==> config.mk <==
export PLATFORM = sky130hd
export DESIGN_NAME = second_player
export DESIGN_NICKNAME = d
export VERILOG_FILES = /design/src/rtl/second_player.sv
export SDC_FILE = /design/constraint.sdc
export NUM_CORES = 1
export LEC_CHECK = 0
export BUFFER_PORTS_ARGS = -buffer_cell sky130_fd_sc_hd__buf_2
export CAP_MARGIN = 20
export CORE_MARGIN = 3
export CORE_UTILIZATION = 50
export DETAILED_ROUTE_END_ITERATION = 7
export PLACE_DENSITY = 0.8
export SETUP_SLACK_MARGIN = 0.2
export SLEW_MARGIN = 15
export SYNTH_ARGS = -nofsm -noshare
export SYNTH_HDL_FRONTEND = slang
export SYNTH_SLANG_ARGS = --single-unit
==> constraint.sdc <==
create_clock -name clk -period 3.1 [get_ports clk]
set_clock_uncertainty 0.1 [all_clocks]
set_input_delay 0.31 -clock clk [delete_from_list [all_inputs] [get_ports clk]]
set_output_delay 0.31 -clock clk [all_outputs]
set_load 0.05 [all_outputs]
==> src/rtl/second_player.sv <==
// second_player: right-hand fighter position/health tracker with jump immunity, hit-stun and sticky knockout
module second_player (
  input  logic       clk,
  input  logic       reset,
  input  logic [2:0] action2,
  input  logic [2:0] action1,
  input  logic [2:0] state1,
  output logic [2:0] state2,
  output logic [1:0] health2,
  output logic       stunned,
  output logic       airborne,
  output logic       ko
);
  localparam logic [2:0] KICK = 3'b000, PUNCH = 3'b001, AWAIT = 3'b010, JUMP = 3'b011;
  typedef enum logic {FIGHT, KNOCKOUT} st_t;
  st_t st, st_n;
  logic [1:0] pos, pos_n, hp_n, air, air_n, stun, stun_n, dmg, i1;
  logic [2:0] r, ea;
  logic clash;
  assign stunned  = stun != 2'd0;
  assign airborne = air != 2'd0;
  assign ko       = st == KNOCKOUT;
  assign state2   = pos == 2'd0 ? 3'b001 : pos == 2'd1 ? 3'b010 : 3'b100;
  always_comb begin
    i1 = state1 == 3'b010 ? 2'd1 : state1 == 3'b001 ? 2'd2 : 2'd0;
    r = {1'b0, i1} + {1'b0, pos};
    dmg = (action1 == KICK && r >= 3'd3 && !airborne) ? 2'd1 :
          (action1 == PUNCH && r == 3'd4) ? 2'd2 : 2'd0;
    hp_n = dmg >= health2 ? 2'd0 : health2 - dmg;
    ea = (stunned || dmg != 2'd0) ? AWAIT : action2;
    // Mirrored kick/punch at full reach knocks us back to index 1 unless we were hit
    clash = r == 3'd4 && action1 == action2 && (action1 == KICK || action1 == PUNCH) && dmg == 2'd0;
    pos_n = clash ? 2'd1 :
            airborne ? pos :
            ea[2:1] == 2'b10 ? (pos == 2'd2 ? 2'd2 : pos + 2'd1) :
            ea[2:1] == 2'b11 ? (pos == 2'd0 ? 2'd0 : pos - 2'd1) : pos;
    air_n = (ea == JUMP && air == 2'd0) ? 2'd2 : air == 2'd0 ? 2'd0 : air - 2'd1;
    stun_n = dmg != 2'd0 ? 2'd2 : stun == 2'd0 ? 2'd0 : stun - 2'd1;
    st_n = (st == KNOCKOUT || hp_n == 2'd0) ? KNOCKOUT : FIGHT;
  end
  always_ff @(posedge clk or posedge reset) begin
    if (reset) begin
      st      <= FIGHT;
      pos     <= 2'd0;
      health2 <= 2'd3;
      air     <= 2'd0;
      stun    <= 2'd0;
    end else if (st == FIGHT) begin
      st      <= st_n;
      pos     <= pos_n;
      health2 <= hp_n;
      air     <= air_n;
      stun    <= stun_n;
    end
  end
endmodule

# [Yosys cells after proc, flatten, opt, wreduce, memory -nomap -nowiden]
# Cells that the tools add are included.
[op_classes] n_mux=20 magnitude_cmp=2 add_sub_neg=6 reduce_logical=22 eq_ne=11 bitwise_logic=1
[op_table] op="2-bit 2-to-1 mux" count=15
[op_table] op="2-bit logical NOT" count=5
[op_table] op="3-bit 2-to-1 mux" count=3
[op_table] op="1-bit logical AND" count=7
[op_table] op="2-bit == test, second input constant" count=3
[op_table] op="3-bit by 1-bit == test with 1-bit output, second input constant" count=2
[op_table] op="3-bit by 2-bit == test with 1-bit output, second input constant" count=2
[op_table] op="2-bit nonzero test" count=3
[op_table] op="2-bit by 1-bit subtractor with 2-bit output, second input constant" count=3
[op_table] op="2-bit by 2-bit adder with 3-bit output" count=1
[op_table] op="3-bit == test" count=1
[op_table] op="3-bit == test, second input constant" count=1
[op_table] op="3-bit by 2-bit >= comparator with 1-bit output, second input constant" count=1
[op_table] op="3-bit logical NOT" count=1
[op_table] op="1-bit logical OR" count=3
[op_table] op="3-bit AND reduction" count=1
[op_table] op="3-bit nonzero test" count=1
[op_table] op="2-bit by 1-bit adder with 2-bit output, second input constant" count=1
[op_table] op="2-bit by 1-bit == test with 1-bit output, second input constant" count=1
[op_table] op="2-bit >= comparator" count=1
[op_table] op="1-bit 2-to-1 mux" count=2
[op_table] op="2-bit by 1-bit != test with 1-bit output, second input constant" count=1
[op_table] op="2-bit subtractor" count=1
[op_table] op="1-bit logical NOT" count=1
[op_table] op="1-bit NOT" count=1
[word_totals] in_bits=11 ff_bits=9 output_inout_bits=8

# [Longest topological paths before layout]
# Gate-level depths: netlist (run 1).
[depth] word_depth=16 depth_mapped=10 depth_no_buf=10

# [Worst setup path before layout (run 1)]
# OpenSTA, ideal clock, no wires.
[synth_timing] kind="input to register" start="input state1[2]" end="register health2[1]" path_slack_ps=441 t_arrival_ps=2480 cell_stages=10 cell_sequence="nor3b_1 ha_1 inv_1 fa_1 nor2b_1 o211ai_4 or2_1 fa_1 nor2b_1 a32o_1"
[synth_between] elab_chain_cells=10 elab_cells_between_ends=15 cone_classes="add/sub (2); order compare (2); eq/ne (3); mux (5); reduce/logical (3)"
[synth_lines] item="start: declaration" line_no="7" source="input logic [2:0] state1,"
[synth_lines] item="3-bit by 1-bit == test with 1-bit output" line_no="25" source="i1 = state1 == 3'b010 ? 2'd1 : state1 == 3'b001 ? 2'd2 : 2'd0;"
[synth_lines] item="2-bit 2-to-1 mux" line_no="25"
[synth_lines] item="2-bit 2-to-1 mux (*)" line_no="25"
[synth_lines] item="2-bit by 2-bit adder with 3-bit output (*)" line_no="26" source="r = {1'b0, i1} + {1'b0, pos};"
[synth_lines] item="3-bit by 2-bit >= comparator with 1-bit output or 3-bit == test (tied branches)" line_no="27, 28"
[synth_lines] item="1-bit logical AND, on equally long branches" line_no="27, 28"
[synth_lines] item="1-bit logical AND or 2-bit 2-to-1 mux (tied branches)" line_no="27, 28"
[synth_lines] item="2-bit 2-to-1 mux (*)" line_no="27" source="dmg = (action1 == KICK && r >= 3'd3 && !airborne) ? 2'd1 :"
[synth_lines] item="2-bit subtractor or 2-bit >= comparator (tied branches)" line_no="29" source="hp_n = dmg >= health2 ? 2'd0 : health2 - dmg;"
[synth_lines] item="2-bit 2-to-1 mux (*)" line_no="29"
[synth_lines] item="end signal: assignment" line_no="51" source="health2 <= hp_n;"
[synth_lines] item="end: declaration" line_no="9" source="output logic [1:0] health2,"
# Mark *: on every way between the ends. The rest lies on a longest branch, timed or not.
# A chain may end at the register's enable or synchronous reset.

# [Worst setup path in the final report (run 1)]
[layout_timing] start="register pos[0]" end="register health2[1]"
[layout_between] elab_chain_cells=7 elab_cells_between_ends=11 cone_classes="add/sub (2); order compare (2); eq/ne (1); mux (3); reduce/logical (3)"
[layout_lines] item="start: declaration" line_no="17" source="logic [1:0] pos, pos_n, hp_n, air, air_n, stun, stun_n, dmg, i1;"
[layout_lines] item="start signal: assignment" line_no="50" source="pos <= pos_n;"
[layout_lines] item="2-bit by 2-bit adder with 3-bit output (*)" line_no="26"
[layout_lines] item="3-bit by 2-bit >= comparator with 1-bit output or 3-bit == test (tied branches)" line_no="27, 28"
[layout_lines] item="1-bit logical AND, on equally long branches" line_no="27, 28"
[layout_lines] item="1-bit logical AND or 2-bit 2-to-1 mux (tied branches)" line_no="27, 28"
[layout_lines] item="2-bit 2-to-1 mux (*)" line_no="27"
[layout_lines] item="2-bit subtractor or 2-bit >= comparator (tied branches)" line_no="29"
[layout_lines] item="2-bit 2-to-1 mux (*)" line_no="29"
# Marks and branches as above.

==> results.toml, run 1 <==
[clock_network]
clk_latency_ns = 0.27
cts_root_buffer = "clkbuf_4"
clock-sinks = 9
clk_pin_slew_ns = 0.06
clk_path_buf_depth = 2
cts_max_level = 1
cts_buffers = 3
tritoncts = "built"

[die]
die_w_um = 43.1
dieHeight_um = 43.1
initial_core_util = 0.574
core-area_sq_um = 1200
dieArea_sq_um = 1860
pin_count = 19
rows = 12

[logic_synthesis]
synth_common_cells = "9 x nand2_1, 7 x dfrtp_1, 7 x ha_1, 7 x inv_1, 7 x nor2_1"
synth_edf_count = 0
netlist.area_leader.share = 0.254
synth_area_leader_cell = "dfrtp_1"
synth_seq_cells = 9
synth_area_per_cell_sq_um = 9.32
syn-num-nets = 94
synthDistinctLibCells = 28
yosysWarnings = 0
synthTopCellsByArea = "dfrtp_1 25%, ha_1 13%, dfstp_2 7.6%"
synthFlopType = "dfrtp_1"
netlist_instances = 74
yosysMostFrequentCell = "nand2_1"
synthArstFlopShare = 1.00
ys_seq_area_frac = 0.330
syn_area_sq_um = 689

[finish]
seq_area_sq_um = 228
antenna_cells = 0
fin_area_sq_um = 850
final_core_utilization = 0.707
final_nets = 118
fillers = 100
area_growth_pct = 23.2
drive_gt1_frac = 0.330
multiInputGateArea_sq_um = 444

[timing]
setup_violations = 0
worst_pin_slew_ns = 0.438
fin_tns_setup_ns = 0
rsz0062_at_grt = "no"
maxSlewViolCount = 0
fin_crit_sh = 0.875
fmaxAchievable_ghz = 0.369
hold_viol = 0
finalCriticalPeriod_ns = 2.71
slew_headroom = 0.706

[detailed_routing]
drt_iter0_markers = 7
viasPerCell = 5.26
ant_nets = 0
drc = 0
wl_per_cell_um = 13.2
totalWireLength_um = 1460
drt_pass1_iterations = 4
num_vias = 584

[global_routing]
gr-total-overflow = 0
track_usage = 0.184
grt_pass1_wl_um = 2560
grt_max_degree = 16
grt_pass1_vias = 566
antenna_found_initial = 0

[setup_path]
cpMostUsedCell = "fa_1"
cp_top_family = "adder cells"
path_max_fanout = 6
cp.required_ns = 3.19
cp-end-kind = "flop"
critPathBufInv = 1
reg2reg_slack_ns = 0.39
critPathArrivalTime_ns = 2.80
worst_path_max_delay_cell = "dfrtp_1"
slowest_delay_ns = 0.45
worst-setup-path-type = "flop to flop"
critPathLaunchType = "flop"
worstPathCellList = "ha_1, inv_1, fa_1, nor2b_2, o211ai_4, or2_1, fa_1, nor2b_1, a32o_1"

[placement]
dp_hpwl_um = 1120
gp_congestion = 0.729
numPortBuffers = 18
place_area_sq_um = 801

[flow_run]
max_cap_viol_count = 0

[power_and_ir_drop]
powerDensity_nw_per_um2 = 268
p_leak_uw = 0.000395
ir_drop_uv = 328

[outcome]
outcome = "completed"

[worst_hold_path]
hold_class = "input port to flop"
layer usage:
metal / global-route usage / wire length, um
met1: 0.237 / 671
met2: 0.277 / 695
met3: 0.0763 / 66
met4: 0.0542 / 26
met5: 0 / 0
tightest hold or removal path: cells and delay by family:
family,cells,cell delay [ns]
AO/OA/AOI/OAI,1,0.10
buffers and inverters,1,0.12
AND/OR/NAND/NOR,1,0.11
sequential cells by signal, indices dropped and copies added, names as in the netlist:
name	flops
air	2
health2	2
ko	1
pos	2
stun	2
per-stage QoR:
step           total power, uW  setup WS, ns  hold slack, ns  std cells
2_1_floorplan              127         0.441          0.0365         74
3_3_place_gp               136         0.288           0.179        106
3_5_place_dp               136         0.172           0.185        106
4_1_cts                    228         0.356           0.317        111
5_1_grt                    239         0.236           0.341        111
6_report                   227         0.389           0.315        111
kinds of logic after synthesis:
group / Yosys count / share of synthesized area
fa+ha+maj: 9 / 0.185
compound gates: 13 / 0.143
simple gates: 33 / 0.261
flops: 9 / 0.330
mux: 2 / 0.0363
buf+inv: 8 / 0.0436
cells in the final DEF, fill, tap and decap left out, drive strengths merged:
master,instances
a21oi,1
inv,7
mux2i,1
nand4,2
nor3,2
o32ai,1
ha,7
nand2,9
nor2,7
dfstp,2
fa,2
o211ai,1
nor3b,4
mux2,1
clkbuf,4
or2,2
o32a,1
dlygate4sd3,1
a32o,1
nand4b,1
nand3,3
a22o,1
nor2b,3
buf,19
dfrtp,7
o21ai,7
worst paths after layout:
| kind | startpoint | end | depth (start not counted) |
|---|---|---|---|
| max | pos[0]$_DFFE_PP0P_ | health2[1]$_DFFE_PP1N_ | 9 |
| min | action2[1] | air[1]$_DFFE_PP0N_ | 3 |
| max reg2reg | pos[0]$_DFFE_PP0P_ | health2[1]$_DFFE_PP1N_ | 9 |
| min reg2reg | stun[1]$_DFFE_PP0N_ | stun[0]$_DFFE_PP0N_ | 2 |
| max in group asynchronous | reset | health2[0]$_DFFE_PP1N_ | 3 |
| min in group asynchronous | reset | stun[1]$_DFFE_PP0N_ | 3 |
layout make-up:
type | count | share of cell area
Multi-Input combinational cell | 57 | 0.523
Sequential cell | 9 | 0.268
Timing Repair Buffer | 20 | 0.127
Clock buffer | 4 | 0.0309
Inverter | 7 | 0.0309
Tap cell | 14 | 0.0206
power breakdown:
| part | switching (uW) | total (uW) | internal, uW | leakage [uW] |
|---|---|---|---|---|
| clock network | 41.7 | 91.4 | 49.6 | 0.0000150 |
| registers | 0.00348 | 118 | 118 | 0.0000923 |
| logic | 9.70 | 18.5 | 8.78 | 0.000287 |
| total | 51.4 | 227 | 176 | 0.000395 |
what timing repair did:
action                                  in CTS  in global routing
buffers inserted                             0                  0
resized for setup                            0                  3
endpoints found under the setup margin       0                  2
hold endpoints to repair                     7                  0
hold buffers                                 1                  0
No activity file was read; power rests on OpenSTA's default activity.
==> inputs of run 2 (changes only) <==
--- a/config.mk
+++ b/config.mk
@@ -5,12 +5,14 @@
 export SDC_FILE = /design/constraint.sdc
 export NUM_CORES = 1
 export LEC_CHECK = 0
+export ABC_AREA = 1
 export BUFFER_PORTS_ARGS = -buffer_cell sky130_fd_sc_hd__buf_2
 export CAP_MARGIN = 20
+export CORE_ASPECT_RATIO = 1.25
 export CORE_MARGIN = 3
-export CORE_UTILIZATION = 50
+export CORE_UTILIZATION = 46
 export DETAILED_ROUTE_END_ITERATION = 7
-export PLACE_DENSITY = 0.8
+export PLACE_DENSITY = 0.74
 export SETUP_SLACK_MARGIN = 0.2
 export SLEW_MARGIN = 15
 export SYNTH_ARGS = -nofsm -noshare
==> results.toml, run 2 <==
[timing]
slew_headroom = 0.776
fin_crit_sh = 0.838
timing.final.ws_setup_ns = 0.504
fmaxAchievable_ghz = 0.385
setup_violations = 0
holdWs_ns = 0.202
hold_viol = 0
fin_tns_setup_ns = 0
finalCriticalPeriod_ns = 2.60
rsz0062_at_grt = "no"
maxSlewViolCount = 0
worst_pin_slew_ns = 0.336

[power_and_ir_drop]
pwr-share-seq = 0.516
power.internal_uw = 176
powerDensity_nw_per_um2 = 252
ir_drop_uv = 212
clkPwrFrac = 0.397
pwr-share-comb = 0.086
p_switching_uw = 51.9
p_leak_uw = 0.000476
switching_share = 0.228

[logic_synthesis]
ys_seq_area_frac = 0.302
synthDistinctLibCells = 20
netlist.area_leader.share = 0.232
synthTopCellsByArea = "dfrtp_1 23%, ha_1 12%, nand2_1 11%"
synthFlopType = "dfrtp_1"
yosysWarnings = 0
syn-num-nets = 117
synth_edf_count = 0
syn_area_sq_um = 754
synth_area_leader_cell = "dfrtp_1"
yosysMostFrequentCell = "nand2_1"
netlist_instances = 97
synth_area_per_cell_sq_um = 7.78
synth_common_cells = "22 x nand2_1, 14 x inv_1, 8 x nor2_1"
synth_seq_cells = 9
synthArstFlopShare = 1.00

[setup_path]
reg2reg_slack_ns = 0.50
worst_path_max_delay_cell = "fa_1"
path_depth = 13
cp-end-kind = "flop"
cp.required_ns = 3.16
slowest_delay_ns = 0.50
r2r_cells = 13
cp-endpoint = "ko$_DFF_PP0_"
cp-startpoint = "pos[0]$_DFFE_PP0P_"
worstPathCellList = "ha_1, inv_1, fa_1, inv_1, nand2_1, nand2_1, nand3_2, inv_2, nand2_1, fa_1, nand4_1, nand2_1, inv_1"
cp_top_family = "adder cells"
r2r-start = "pos[0]$_DFFE_PP0P_"
critPathBufInv = 4
path_max_fanout = 6
critPathLaunchType = "flop"
critPathArrivalTime_ns = 2.66
r2r-end = "ko$_DFF_PP0_"
cpMostUsedCell = "nand2_1"
worst-setup-path-type = "flop to flop"

[clock_network]
clk_path_buf_depth = 2
cts.hold.buffers_added = 1
cts_setup_buffers = 0
cts_root_buffer = "clkbuf_4"
clock-sinks = 9
cts_resized = 0
clk_latency_ns = 0.26
cts_buffers = 3
cts_max_level = 1
clk_pin_slew_ns = 0.06
tritoncts = "built"

[global_routing]
grt_pass1_wl_um = 2550
antenna_found_initial = 0
track_usage = 0.155
grt_pass1_vias = 654
gr-total-overflow = 0
grt_max_degree = 10

[die]
die_w_um = 42.2
pin_count = 19
initial_core_util = 0.515
rows = 15
core-area_sq_um = 1460
dieHeight_um = 51.3
dieArea_sq_um = 2170

[finish]
fin_area_sq_um = 902
final_nets = 141
layout_commonest_cell = "nand2_1"
fillers = 147
area_growth_pct = 19.6
instances_no_fill = 137
antenna_cells = 0
drive_gt1_frac = 0.342
most-common-layout-cells = "22 x nand2_1, 18 x buf_2, 14 x inv_1"

[detailed_routing]
drc = 0
num_vias = 674
drt_pass1_iterations = 2
totalWireLength_um = 1390
ant_nets = 0
drt_iter0_markers = 4
viasPerCell = 4.92
wl_per_cell_um = 10.1

[flow_run]
max_cap_viol_count = 0

[placement]
gp_congestion = 0.731
place_inst = 132
place_area_sq_um = 866
dp_slack_ns = 0.363
numPortBuffers = 18
dp_hpwl_um = 1160

[worst_hold_path]
hold_class = "input port to flop"
hold_depth = 2

[outcome]
outcome = "completed"
==> run 2: area by class of cell <==
| cell class | instances | area [sq um] | area share |
|---|---|---|---|
| Clock buffer | 4 | 26.3 | 0.0291 |
| Tap cell | 17 | 21.3 | 0.0236 |
| Sequential cell | 9 | 228 | 0.252 |
| Inverter | 19 | 71.3 | 0.0791 |
| Timing Repair Buffer | 19 | 100 | 0.111 |
| Multi-Input combinational cell | 69 | 455 | 0.505 |
==> run 2: layer usage <==
metal / share of wire / vias to the layer above / GRT usage
li1: - / 351 / -
met1: 0.43 / 299 / 0.175
met2: 0.48 / 19 / 0.272
met3: 0.058 / 5 / 0.0106
met4: 0.030 / 0 / 0.109
met5: 0 / - / 0
==> run 2: power by group through the flow <==
stage                     Combinational (uW)  Sequential (uW)  Clock, uW
final                                   19.7              118       90.5
after global routing                    22.2              117       99.4
after CTS                               19.9              118       93.3
after detailed placement                18.9              120          0
after global placement                  18.6              120          0
after floorplan                         8.44              120          0
==> run 2: logic make-up after synthesis <==
logic type | synth area share
AOI/OAI and AO/OA | 0.0448
xor gates and xnor gates | 0.0116
adders and majority gates | 0.169
buffers and inverters | 0.0945
DFF | 0.302
and+or+nand+nor | 0.378
==> run 2: worst register-to-register path, stage by stage (launching register included) <==
cell     delay [ns]
dfrtp_1        0.45
ha_1           0.23
inv_1          0.06
fa_1           0.40
inv_1          0.09
nand2_1        0.05
nand2_1        0.06
nand3_2        0.12
inv_2          0.10
nand2_1        0.10
fa_1           0.50
nand4_1        0.13
nand2_1        0.08
inv_1          0.04
==> run 2: stage by stage <==
| stage | power (uW) | utilization |
|---|---|---|
| 2_1_floorplan | 128 | - |
| 3_3_place_gp | 138 | 0.591 |
| 3_5_place_dp | 139 | 0.591 |
| 4_1_cts | 231 | 0.616 |
| 5_1_grt | 239 | 0.616 |
| 6_report | 228 | 0.616 |
==> run 2: worst min path at each step <==
stage / from / to / slack [ns]
floorplan: reset / air[0]$_DFFE_PP0N_ / 0.04
CTS: action2[2] / air[1]$_DFFE_PP0N_ / 0.19
detailed placement: reset / pos[1]$_DFFE_PP0P_ / 0.18
global placement: reset / pos[0]$_DFFE_PP0P_ / 0.18
finish: action2[2] / air[1]$_DFFE_PP0N_ / 0.20
global route: action2[2] / air[1]$_DFFE_PP0N_ / 0.19
==> inputs of run 3 (changes only) <==
--- a/config.mk
+++ b/config.mk
@@ -5,14 +5,13 @@
 export SDC_FILE = /design/constraint.sdc
 export NUM_CORES = 1
 export LEC_CHECK = 0
-export ABC_AREA = 1
+export ABC_AREA = 0
 export BUFFER_PORTS_ARGS = -buffer_cell sky130_fd_sc_hd__buf_2
 export CAP_MARGIN = 20
-export CORE_ASPECT_RATIO = 1.25
 export CORE_MARGIN = 3
 export CORE_UTILIZATION = 46
 export DETAILED_ROUTE_END_ITERATION = 7
-export PLACE_DENSITY = 0.74
+export PLACE_DENSITY = 0.75
 export SETUP_SLACK_MARGIN = 0.2
 export SLEW_MARGIN = 15
 export SYNTH_ARGS = -nofsm -noshare
==> constraint.sdc (replaced) <==
create_clock -name clk -period 2.68 [get_ports clk]
set_clock_uncertainty 0.1 [all_clocks]
set_input_delay 0.268 -clock clk [delete_from_list [all_inputs] [get_ports clk]]
set_output_delay 0.268 -clock clk [all_outputs]
set_load 0.05 [all_outputs]
==> results.toml, run 3 (synthesis results as in run 1) <==
[die]
dieArea_sq_um = 2000
rows = 13
dieHeight_um = 44.7
die_w_um = 44.7
initial_core_util = 0.511
pin_count = 19
core-area_sq_um = 1350

[setup_path]
critPathLaunchType = "flop"
critPathBufInv = 1
r2r-start = "pos[0]$_DFFE_PP0P_"
cpMostUsedCell = "nor2b_2"
cp.required_ns = 2.73
r2r-end = "ko$_DFF_PP0_"
slowest_delay_ns = 0.54
r2r_cells = 9
worst-setup-path-type = "flop to flop"
critPathArrivalTime_ns = 2.62
reg2reg_slack_ns = 0.11
cp-end-kind = "flop"
worstPathCellList = "ha_2, inv_2, fa_1, nor2b_2, o211ai_4, or2_4, fa_2, nor2b_2, o21ai_1"
worst_path_max_delay_cell = "fa_2"
cp_top_family = "adder cells"
path_max_fanout = 2

[detailed_routing]
viasPerCell = 5.31
drt_pass1_iterations = 4
drc = 0
wl_per_cell_um = 12.5
totalWireLength_um = 1490
num_vias = 632
drt_iter0_markers = 18
ant_nets = 0

[power_and_ir_drop]
pwr-share-seq = 0.510
p_leak_uw = 0.000441
switching_share = 0.242
ir_drop_uv = 276
clkPwrFrac = 0.401
power.internal_uw = 202
powerDensity_nw_per_um2 = 282
pwr-share-comb = 0.089
p_switching_uw = 64.4

[flow_run]
max_cap_viol_count = 0

[placement]
gp_congestion = 0.720
place_area_sq_um = 842
place_inst = 110
dp_hpwl_um = 1130
numPortBuffers = 18

[timing]
holdWs_ns = 0.215
slew_headroom = 0.685
rsz0062_at_grt = "yes"
setup_violations = 0
maxSlewViolCount = 0
finalCriticalPeriod_ns = 2.57
worst_pin_slew_ns = 0.469
hold_viol = 0
fin_tns_setup_ns = 0
fmaxAchievable_ghz = 0.389
fin_crit_sh = 0.960

[worst_hold_path]
worstHoldStart = "action2[1]"
hold_class = "input port to flop"
hold_end = "air[1]$_DFFE_PP0N_"
hold_depth = 3

[finish]
final_nets = 125
most-common-layout-cells = "18 x buf_2, 9 x nand2_1, 7 x nor2_1, 7 x dfrtp_1, 7 x buf_4"
area_growth_pct = 37.0
fillers = 112
antenna_cells = 0
layout_commonest_cell = "buf_2"
drive_gt1_frac = 0.462
fin_area_sq_um = 945
final_core_utilization = 0.700
instances_no_fill = 119

[global_routing]
track_usage = 0.175
grt_pass1_vias = 608
gr-total-overflow = 0
grt_max_degree = 16
antenna_found_initial = 0
grt_pass1_wl_um = 2510

[clock_network]
clk_path_buf_depth = 2
cts_buffers = 3
cts_root_buffer = "clkbuf_4"
clk_pin_slew_ns = 0.07
tritoncts = "built"
cts_max_level = 1
clk_latency_ns = 0.27
clock-sinks = 9

[outcome]
outcome = "completed"
## run 3: final cells by class
class | instances | area (sq um) | share of cell area
Inverter | 7 | 26.3 | 0.0278
Multi-Input combinational cell | 57 | 480 | 0.509
Timing Repair Buffer | 27 | 164 | 0.174
Sequential cell | 9 | 228 | 0.241
Clock inverter | 1 | 5.00 | 0.00530
Tap cell | 15 | 18.8 | 0.0199
Clock buffer | 3 | 22.5 | 0.0238
## run 3: worst max path at each step
stage	start	end	slack, ns	cells past startpoint
2_1_floorplan	state1[2]	health2[1]$_DFFE_PP1N_	0.13	10
5_1_grt	pos[0]$_DFFE_PP0P_	ko$_DFF_PP0_	0.02	9
3_5_place_dp	state1[2]	health2[1]$_DFFE_PP1N_	-0.09	11
3_3_place_gp	state1[2]	health2[1]$_DFFE_PP1N_	-0.02	11
4_1_cts	pos[0]$_DFFE_PP0P_	ko$_DFF_PP0_	0.14	9
6_report	pos[0]$_DFFE_PP0P_	ko$_DFF_PP0_	0.11	9
## run 3: per-stage QoR
| stage | total power [uW] | setup WS, ns |
|---|---|---|
| after floorplan | 148 | 0.130 |
| after global placement | 158 | -0.0247 |
| after detailed placement | 159 | -0.0932 |
| after CTS | 268 | 0.144 |
| after global routing | 278 | 0.0177 |
| final | 267 | 0.108 |
## run 3: what timing repair did
item,CTS,global route
setup buffers,1,3
hold buffers,1,0
endpoints found under the hold margin,7,0
endpoints found under the setup margin,2,4
pin swaps,2,3
gates resized for setup,2,8
cloned,0,0
## run 3: power groups by stage
stage               Combinational, uW  Sequential, uW  Clock (uW)
global route                     26.0             136         116
detailed placement               20.7             138           0
CTS                              21.9             136         110
floorplan                        9.44             138           0
finish                           23.7             136         107
global placement                 19.9             138           0
## run 3: worst register-to-register path, cell delays in order, from the launching register on
cell and delay, ns:
dfrtp_1 0.36, ha_2 0.17, inv_2 0.04, fa_1 0.51, nor2b_2 0.18, o211ai_4 0.10, or2_4 0.26, fa_2 0.54
nor2b_2 0.14, o21ai_1 0.07
## run 3: metal layers
layer	vias to the layer above	GRT usage	routed length (um)
met5	-	0	0
met4	0	0.0783	17
met3	2	0.0637	116
met2	19	0.304	778
met1	293	0.188	581
li1	318	-	-
